==> config.mk <==
export PLATFORM = sky130hd
export DESIGN_NAME = cpu_sequencer
export DESIGN_NICKNAME = d
export VERILOG_FILES = /design/src/rtl/cpu_sequencer.sv
export SDC_FILE = /design/constraint.sdc
export NUM_CORES = 1
export LEC_CHECK = 0
export CORE_ASPECT_RATIO = 0.6
export CORE_MARGIN = 2
export CORE_UTILIZATION = 42
export DETAILED_ROUTE_END_ITERATION = 8
export PLACE_DENSITY = 0.74
export SLEW_MARGIN = 20
export SYNTH_ARGS = -nofsm -noshare
export SYNTH_HDL_FRONTEND = slang
export SYNTH_SLANG_ARGS = --single-unit
==> constraint.sdc <==
create_clock -name clock -period 3.05 [get_ports clock]
set_input_delay 0.7625 -clock clock [delete_from_list [all_inputs] [get_ports clock]]
set_output_delay 0.7625 -clock clock [all_outputs]
set_load 0.01 [all_outputs]
==> src/rtl/cpu_sequencer.sv <==
// Run-state / phase sequencer for a four-phase CPU datapath.
// Define SEQ_BREAKPOINT_EN to compile in the PC breakpoint logic.
//
// state   | meaning
// --------+---------------------------------------------------------
// ST_HALT | idle at FETCH; waiting for run or step
// ST_RUN  | free-running; stops at FETCH when run drops or on a breakpoint
// ST_STEP | executes exactly one instruction, then returns to ST_HALT
module cpu_sequencer #(
    parameter int COUNT_W = 16
) (
    input  logic               clock,
    input  logic               clear,
    input  logic               tick,
    input  logic               run,
    input  logic               step,
    input  logic [1:0]         opcode,
    input  logic [7:0]         pc,
    input  logic [7:0]         bp_addr,
    input  logic               bp_valid,
    output logic [1:0]         phase,
    output logic               pc_we,
    output logic               rf_we,
    output logic               dmem_re,
    output logic               dmem_we,
    output logic               halted,
    output logic               bp_hit,
    output logic [COUNT_W-1:0] instr_count
);

    typedef enum logic [1:0] {
        ST_HALT = 2'd0,
        ST_RUN  = 2'd1,
        ST_STEP = 2'd2
    } run_state_e;

    localparam logic [1:0] PH_FETCH = 2'd0;
    localparam logic [1:0] PH_EXEC  = 2'd1;
    localparam logic [1:0] PH_MEM   = 2'd2;
    localparam logic [1:0] PH_WB    = 2'd3;

    localparam logic [1:0] OP_LOAD  = 2'b01;
    localparam logic [1:0] OP_STORE = 2'b10;

    run_state_e         state_q, state_d;
    logic [1:0]         phase_q, phase_d;
    logic [1:0]         op_q, op_d;
    logic [COUNT_W-1:0] count_q, count_d;
    logic               bp_hit_q, bp_hit_d;
    logic               skip_q, skip_d;
    logic               bp_match;
    logic               stop_at_fetch;

`ifdef SEQ_BREAKPOINT_EN
    // skip_q suppresses the compare on the first FETCH after resuming from a break
    assign bp_match = (state_q == ST_RUN) && !skip_q && bp_valid && (pc == bp_addr);
    assign bp_hit   = bp_hit_q;
`else
    logic unused_bp;
    assign unused_bp = ^{pc, bp_addr, bp_valid};
    assign bp_match  = 1'b0;
    assign bp_hit    = 1'b0;
`endif

    assign stop_at_fetch = bp_match || ((state_q == ST_RUN) && !run);

    always_comb begin
        state_d  = state_q;
        phase_d  = phase_q;
        op_d     = op_q;
        count_d  = count_q;
        bp_hit_d = bp_hit_q;
        skip_d   = skip_q;
        pc_we    = 1'b0;
        rf_we    = 1'b0;
        dmem_we  = 1'b0;
        dmem_re  = (state_q != ST_HALT) && (phase_q == PH_MEM) && (op_q == OP_LOAD);

        case (state_q)
            ST_HALT: begin
                if (run || step) begin
                    state_d  = run ? ST_RUN : ST_STEP;
                    bp_hit_d = 1'b0;
                    skip_d   = bp_hit_q;
                end
            end
            ST_RUN, ST_STEP: begin
                if (tick) begin
                    skip_d = 1'b0;
                    if ((phase_q == PH_FETCH) && stop_at_fetch) begin
                        state_d = ST_HALT;
                        if (bp_match) begin
                            bp_hit_d = 1'b1;
                        end
                    end else begin
                        phase_d = phase_q + 2'd1;
                        case (phase_q)
                            PH_FETCH: op_d = opcode;
                            PH_EXEC:  ;
                            PH_MEM:   dmem_we = (op_q == OP_STORE);
                            PH_WB: begin
                                pc_we   = 1'b1;
                                rf_we   = !op_q[1];
                                count_d = count_q + COUNT_W'(1);
                                if ((state_q == ST_STEP) || !run) begin
                                    state_d = ST_HALT;
                                end
                            end
                            default: ;
                        endcase
                    end
                end
            end
            default: state_d = ST_HALT;
        endcase

        // clear kills the in-flight instruction before any strobe escapes
        if (clear) begin
            pc_we   = 1'b0;
            rf_we   = 1'b0;
            dmem_we = 1'b0;
            dmem_re = 1'b0;
        end
    end

    always_ff @(posedge clock) begin
        if (clear) begin
            state_q  <= ST_HALT;
            phase_q  <= PH_FETCH;
            op_q     <= 2'b00;
            count_q  <= '0;
            bp_hit_q <= 1'b0;
            skip_q   <= 1'b0;
        end else begin
            state_q  <= state_d;
            phase_q  <= phase_d;
            op_q     <= op_d;
            count_q  <= count_d;
            bp_hit_q <= bp_hit_d;
            skip_q   <= skip_d;
        end
    end

    assign phase       = phase_q;
    assign halted      = (state_q == ST_HALT);
    assign instr_count = count_q;

endmodule

# After elaboration in Yosys (flattened, before gate mapping)
# Cells that the tools add are included.
totals:
  regBits: 22
  input_bits: 24
  out_inout_bits: 24
  wordCells: 56
op_classes:
  addsub: 2
  n_eq_ne: 10
  n_mux: 23
  bitwise: 1
  reduce_logical: 16
ops:
  columns: ["cell", "n"]
  rows:
  - ["adder 16 x 1 -> 16 bit, second input constant", 1]
  - ["two-way mux 1 bit", 16]
  - ["two-way mux 2 bit", 6]
  - ["AND reduction 4 bit", 3]
  - ["equality test 2 bit, second input constant", 4]
  - ["inequality test 3 bit, second input constant", 2]
  - ["equality test 2 x 1 -> 1 bit, second input constant", 2]
  - ["logical AND 1 bit", 4]
  - ["logical NOT 2 bit", 2]
  - ["one-hot mux 2 bit (2 select lines)", 1]
  - ["AND reduction 3 bit", 1]
  - ["adder 2 x 1 -> 2 bit, second input constant", 1]
  - ["logical NOT 1 bit", 2]
  - ["logical OR 1 bit", 2]
  - ["inequality test 2 x 1 -> 1 bit, second input constant", 1]
  - ["inequality test 2 bit, second input constant", 1]
  - ["nonzero test 2 bit", 1]
  - ["OR reduction 2 bit", 1]
  - ["NOT 1 bit", 1]

# Longest topological paths before layout
depth:
  depth_word: 7
  ltp_mapped: 8
  ltp_nobuf: 6

# Worst setup path after synthesis
# OpenSTA, ideal clock, no wires.
synth_path:
  kind: "input -> register"
  start: "input run"
  end: "register count_q[13] (netlist: instr_count[13])"
  setup_time_ns: 0.070
  arrival_time_ns: 2.282
  required_ns: 2.980
  setup_slack_ns: 0.698
  path_stages: 6
  path_buffers: 2
  cell_sequence: "and3b_1 buf_6 or4_1 buf_2 or4_1 a21oi_1"
synth_between:
  elab_chain_len: 5
synth_rtl:
  columns: ["item", "line_no", "text"]
  rows:
  - ["from (decl)", "15", "input logic run,"]
  - ["logical NOT 1 bit", "65", "assign stop_at_fetch = bp_match || ((state_q == ST_RUN) && !run);"]
  - ["logical AND 1 bit", "65", null]
  - ["logical AND 1 bit", "90", "if ((phase_q == PH_FETCH) && stop_at_fetch) begin"]
  - ["NOT 1 bit (no source line)", null, null]
  - ["AND reduction 4 bit (no source line)", null, null]
  - ["to (signal assigned)", "138", "count_q <= count_d;"]
  - ["to (decl)", "48", "logic [COUNT_W-1:0] count_q, count_d;"]
# No other way between the ends.
# A chain may end at the register's enable or synchronous reset.

# Final worst setup path
layout_path:
  start: "input clear"
  end: "output pc_we"
layout_between:
  elab_chain_len: 1
layout_rtl:
  columns: ["item", "line_no", "text"]
  rows:
  - ["from (decl)", "13", "input logic clear,"]
  - ["two-way mux 1 bit", "118", "if (clear) begin"]
  - ["to (decl)", "22", "output logic pc_we,"]
# No other way between the ends.

==> summary by stage <==
Die
In this run the horizontal extent of the chip is 72.3 um. The die is 45.0 um tall. The number of top-level pins is 48. The floorplan step defined a die boundary enclosing 3250 um^2. The number of rows in the core area is 14. Once the floorplan was initialized, standard cells occupied 45.6% of the core. After floorplanning, the core was sized to cover 2570 um^2.

Routing
In this run, the number of DRC markers left after iteration 0 of detailed routing was 55. After detailed routing, the number of remaining DRC violations is 0. Using the TritonRoute via totals, the vias-per-cell ratio works out to 5.42. The final routed wirelength across all metal layers is 2710 um. In the final routed layout, each cell accounts on average for 12.9 um. The detailed-router iteration count before antenna repair is 5. The via count is 1132. The remaining number of nets flagged by the antenna check after routing is 0.

Layout
The post-route core utilization is 61.8%. From synthesis to final layout, the design area changed by 35.4%. Summing all multi-input logic gate instances after layout gives 669 um^2. The ratio of cells with drive above 1 in the final layout is 9.04%. The finished layout holds 209 standard cells, fillers aside. 0 antenna diodes ended up in the layout.

After the last flow step, the layout net total stands at 209. Counting the fill cells in the layout gives 233. The area of all sequential standard cells is 440 um^2.

Clock tree
Buffers inserted to repair hold after CTS numbered 0. In this run the deepest clock path goes through 2 buffers. Clock-pin slew was measured on the worst setup and hold paths at 80 ps. Buffers inserted during clock tree synthesis total 3. Clock latency on the worst-skew pair, taken at its later pin, is 260 ps. The clock tree from TritonCTS is done.

The number of sinks driven by the clock tree is 22. CTS built an H-tree with a depth of 1. Clock tree synthesis selected as its root buffer the cell clkbuf_8.

Timing
Setup violations remaining at the end of the flow were counted as 0. After layout, the minimum clock period comes to 2860 ps. The post-route worst hold slack is 486 ps.

The clock arrives with 1.98 ps of skew. The final number of hold-violating endpoints is 0. The number of pins with negative max-slew slack in the final report is 0.

Setup repair after global routing left no endpoint under its margin. The fmax is 350 MHz. The final critical path takes up 93.7% of the cycle.

Place
In this run, placement finished with an instance count of 205. The HPWL reported at the end of detailed placement is 2090 um. In this run the tool buffered the top-level ports with 29 buffer cells. The final weighted congestion in routability-driven placement is 0.779.

Worst setup path
The cell count of the worst reg-to-reg path is 7. The startpoint identified for the worst register-to-register timing path is state_q[0]$_SDFFE_PP0P_. In this run the critical register-to-register path is captured at instr_count[13]$_SDFFE_PP0P_. In this run the worst setup path begins at clear. In this run the worst path has a maximum fanout of 17. In this run the register-to-register setup slack is 580 ps. STA classifies the critical path endpoint as an output port. The critical path class is primary input to output port. The required time of the critical path is 2290 ps. The critical path arrival is 2100 ps. STA classifies the critical path startpoint as a primary input.

Synthesis
The top cell type's share of synthesized area is 37.5%. The count of mapped cells out of synthesis is 142. Yosys attributes the largest share of cell area to dfxtp_1, ha_1, a21oi_1. In this run, synthesis inferred 0 flip-flops with an integrated enable.

Synthesis produced a netlist with a net count of 173. The post-synthesis instance area is 1170 um^2. Of the synthesized area, sequential elements account for 37.5%. Yosys instantiated no cell more often than dfxtp_1. Summed over all instances, the cell type with the most area after synthesis is dfxtp_1. Each instance of the synthesized netlist takes up on average 8.27 um^2. In this run, synthesis produced a sequential element count of 22.

After synthesis, the most frequently instantiated cells are dfxtp_1, a21oi_1, nor2_1, nand2_1. The Yosys step of the flow raised 0 warnings. After synthesis, the netlist uses 36 different library cells. In the synthesized netlist the async set-or-reset flop fraction comes to 0%. The main flop type after synthesis is dfxtp_1.

Global route
Summed over all layers, the global routing overflow is 0. The via count of the first global-routing pass is 1014. The maximum number of pins on one net before global-route repair is 18. The number of antenna violations at the first check in global routing was 0. The global-route usage over all layers is 18.3%. The first-pass GRT wire length is 4580 um.

Status
The run finished with clean final reports.

Hold path
The worst min-delay path category is register to register. The beginning of the worst hold path is op_q[0]$_SDFFE_PP0P_. Counting instances, the worst hold path has a depth of 2.

For hold timing, the worst endpoint is op_q[0]$_SDFFE_PP0P_.

Power
Dividing total power by cell area gives a power density of 428 nW/um^2. IR analysis of the VDD net gives a maximum drop of 0.000267 V. The static leakage is 0.590 nW. The overall power after layout is 0.681 mW.

Run
Across the run, the number of max-cap violations was 0.
-- logic make-up after synthesis --
group / Yosys count / synth area share [%]
mux: 1 / 0.852
xor+xnor: 7 / 5.22
other cells: 1 / 0.319
simple gates: 61 / 29.3
compound gates: 29 / 13.8
fa+ha+maj: 7 / 7.45
buf+inv: 14 / 5.54
flops: 22 / 37.5
-- cell usage in the layout, fill, tap and decap left out, types with 2 or more instances in the layout --
master,netlist,routed
nor2b_1,2,2
ha_1,7,7
buf_4,1,9
o21ai_0,8,8
clkdlybuf4s50_1,0,27
clkbuf_8,0,4
xnor2_1,6,6
dfxtp_1,22,22
nand2_1,10,10
nor4_1,2,2
o31ai_1,4,4
nor2_1,11,11
a21oi_1,14,14
or3_1,6,6
nand4_1,3,3
and4_1,3,3
nand3_1,8,8
nor3_1,2,2
or4_1,3,3
inv_1,7,7
and3_1,3,3
-- power by group --
group,internal (mW),total (mW),switching [mW]
clock network,0.115,0.208,0.0929
logic,0.0759,0.160,0.0846
registers,0.300,0.312,0.0118
total,0.491,0.681,0.189
-- state kept, by name, summed over array words and instances, names as in the netlist --
name / count
state_q: 2
instr_count: 16
phase: 2
op_q: 2
-- per-stage QoR --
stage	setup TNS, ps	instance area [um^2]	setup slack, ps
after floorplan	0	1170	698
after global placement	0	1530	4.82
after detailed placement	-20.5	1530	-20.5
after CTS	0	1590	42.0
after global routing	0	1590	143
final	0	1590	191
-- layer usage --
metal  routed length, um  GRT usage, %  share of wire, %  vias up
li1                    -             -                 -      577
met1                1380          26.2                51      524
met2                1160          27.2                43       29
met3                 150          5.58               5.5        2
met4                  10          4.15              0.37        0
met5                   0             0                 0        -
-- timing repair --
action                                  CTS  global route
buffers inserted                          0             0
resized for setup                         1             1
endpoints found under the setup margin    1             1
endpoints found under the hold margin     0             0
pin swaps                                 0             0
-- how the worst max path moves through the flow --
| stage | endpoint | slack, ps | depth (start not counted) |
|---|---|---|---|
| 5_1_grt | pc_we | 140 | 4 |
| 2_1_floorplan | instr_count[13]$_SDFFE_PP0P_ | 700 | 6 |
| 3_5_place_dp | dmem_we | -20 | 5 |
| 3_3_place_gp | dmem_we | 5 | 5 |
| 4_1_cts | rf_we | 40 | 4 |
| 6_report | pc_we | 190 | 4 |
-- cell type report --
type / count / share of cell area (%)
clock buffers: 4 / 3.46
inverters: 7 / 1.65
multi-input cells: 106 / 42.1
flip-flops and latches: 22 / 27.7
well taps: 32 / 2.52
repair buffers: 38 / 22.6
-- critical path, cell delays in order --
cell and delay (ps):
clkdlybuf4s50_1 460, buf_4 230, nor2_1 110, clkdlybuf4s50_1 540
Note: power is estimated with default switching activity, not from simulation.
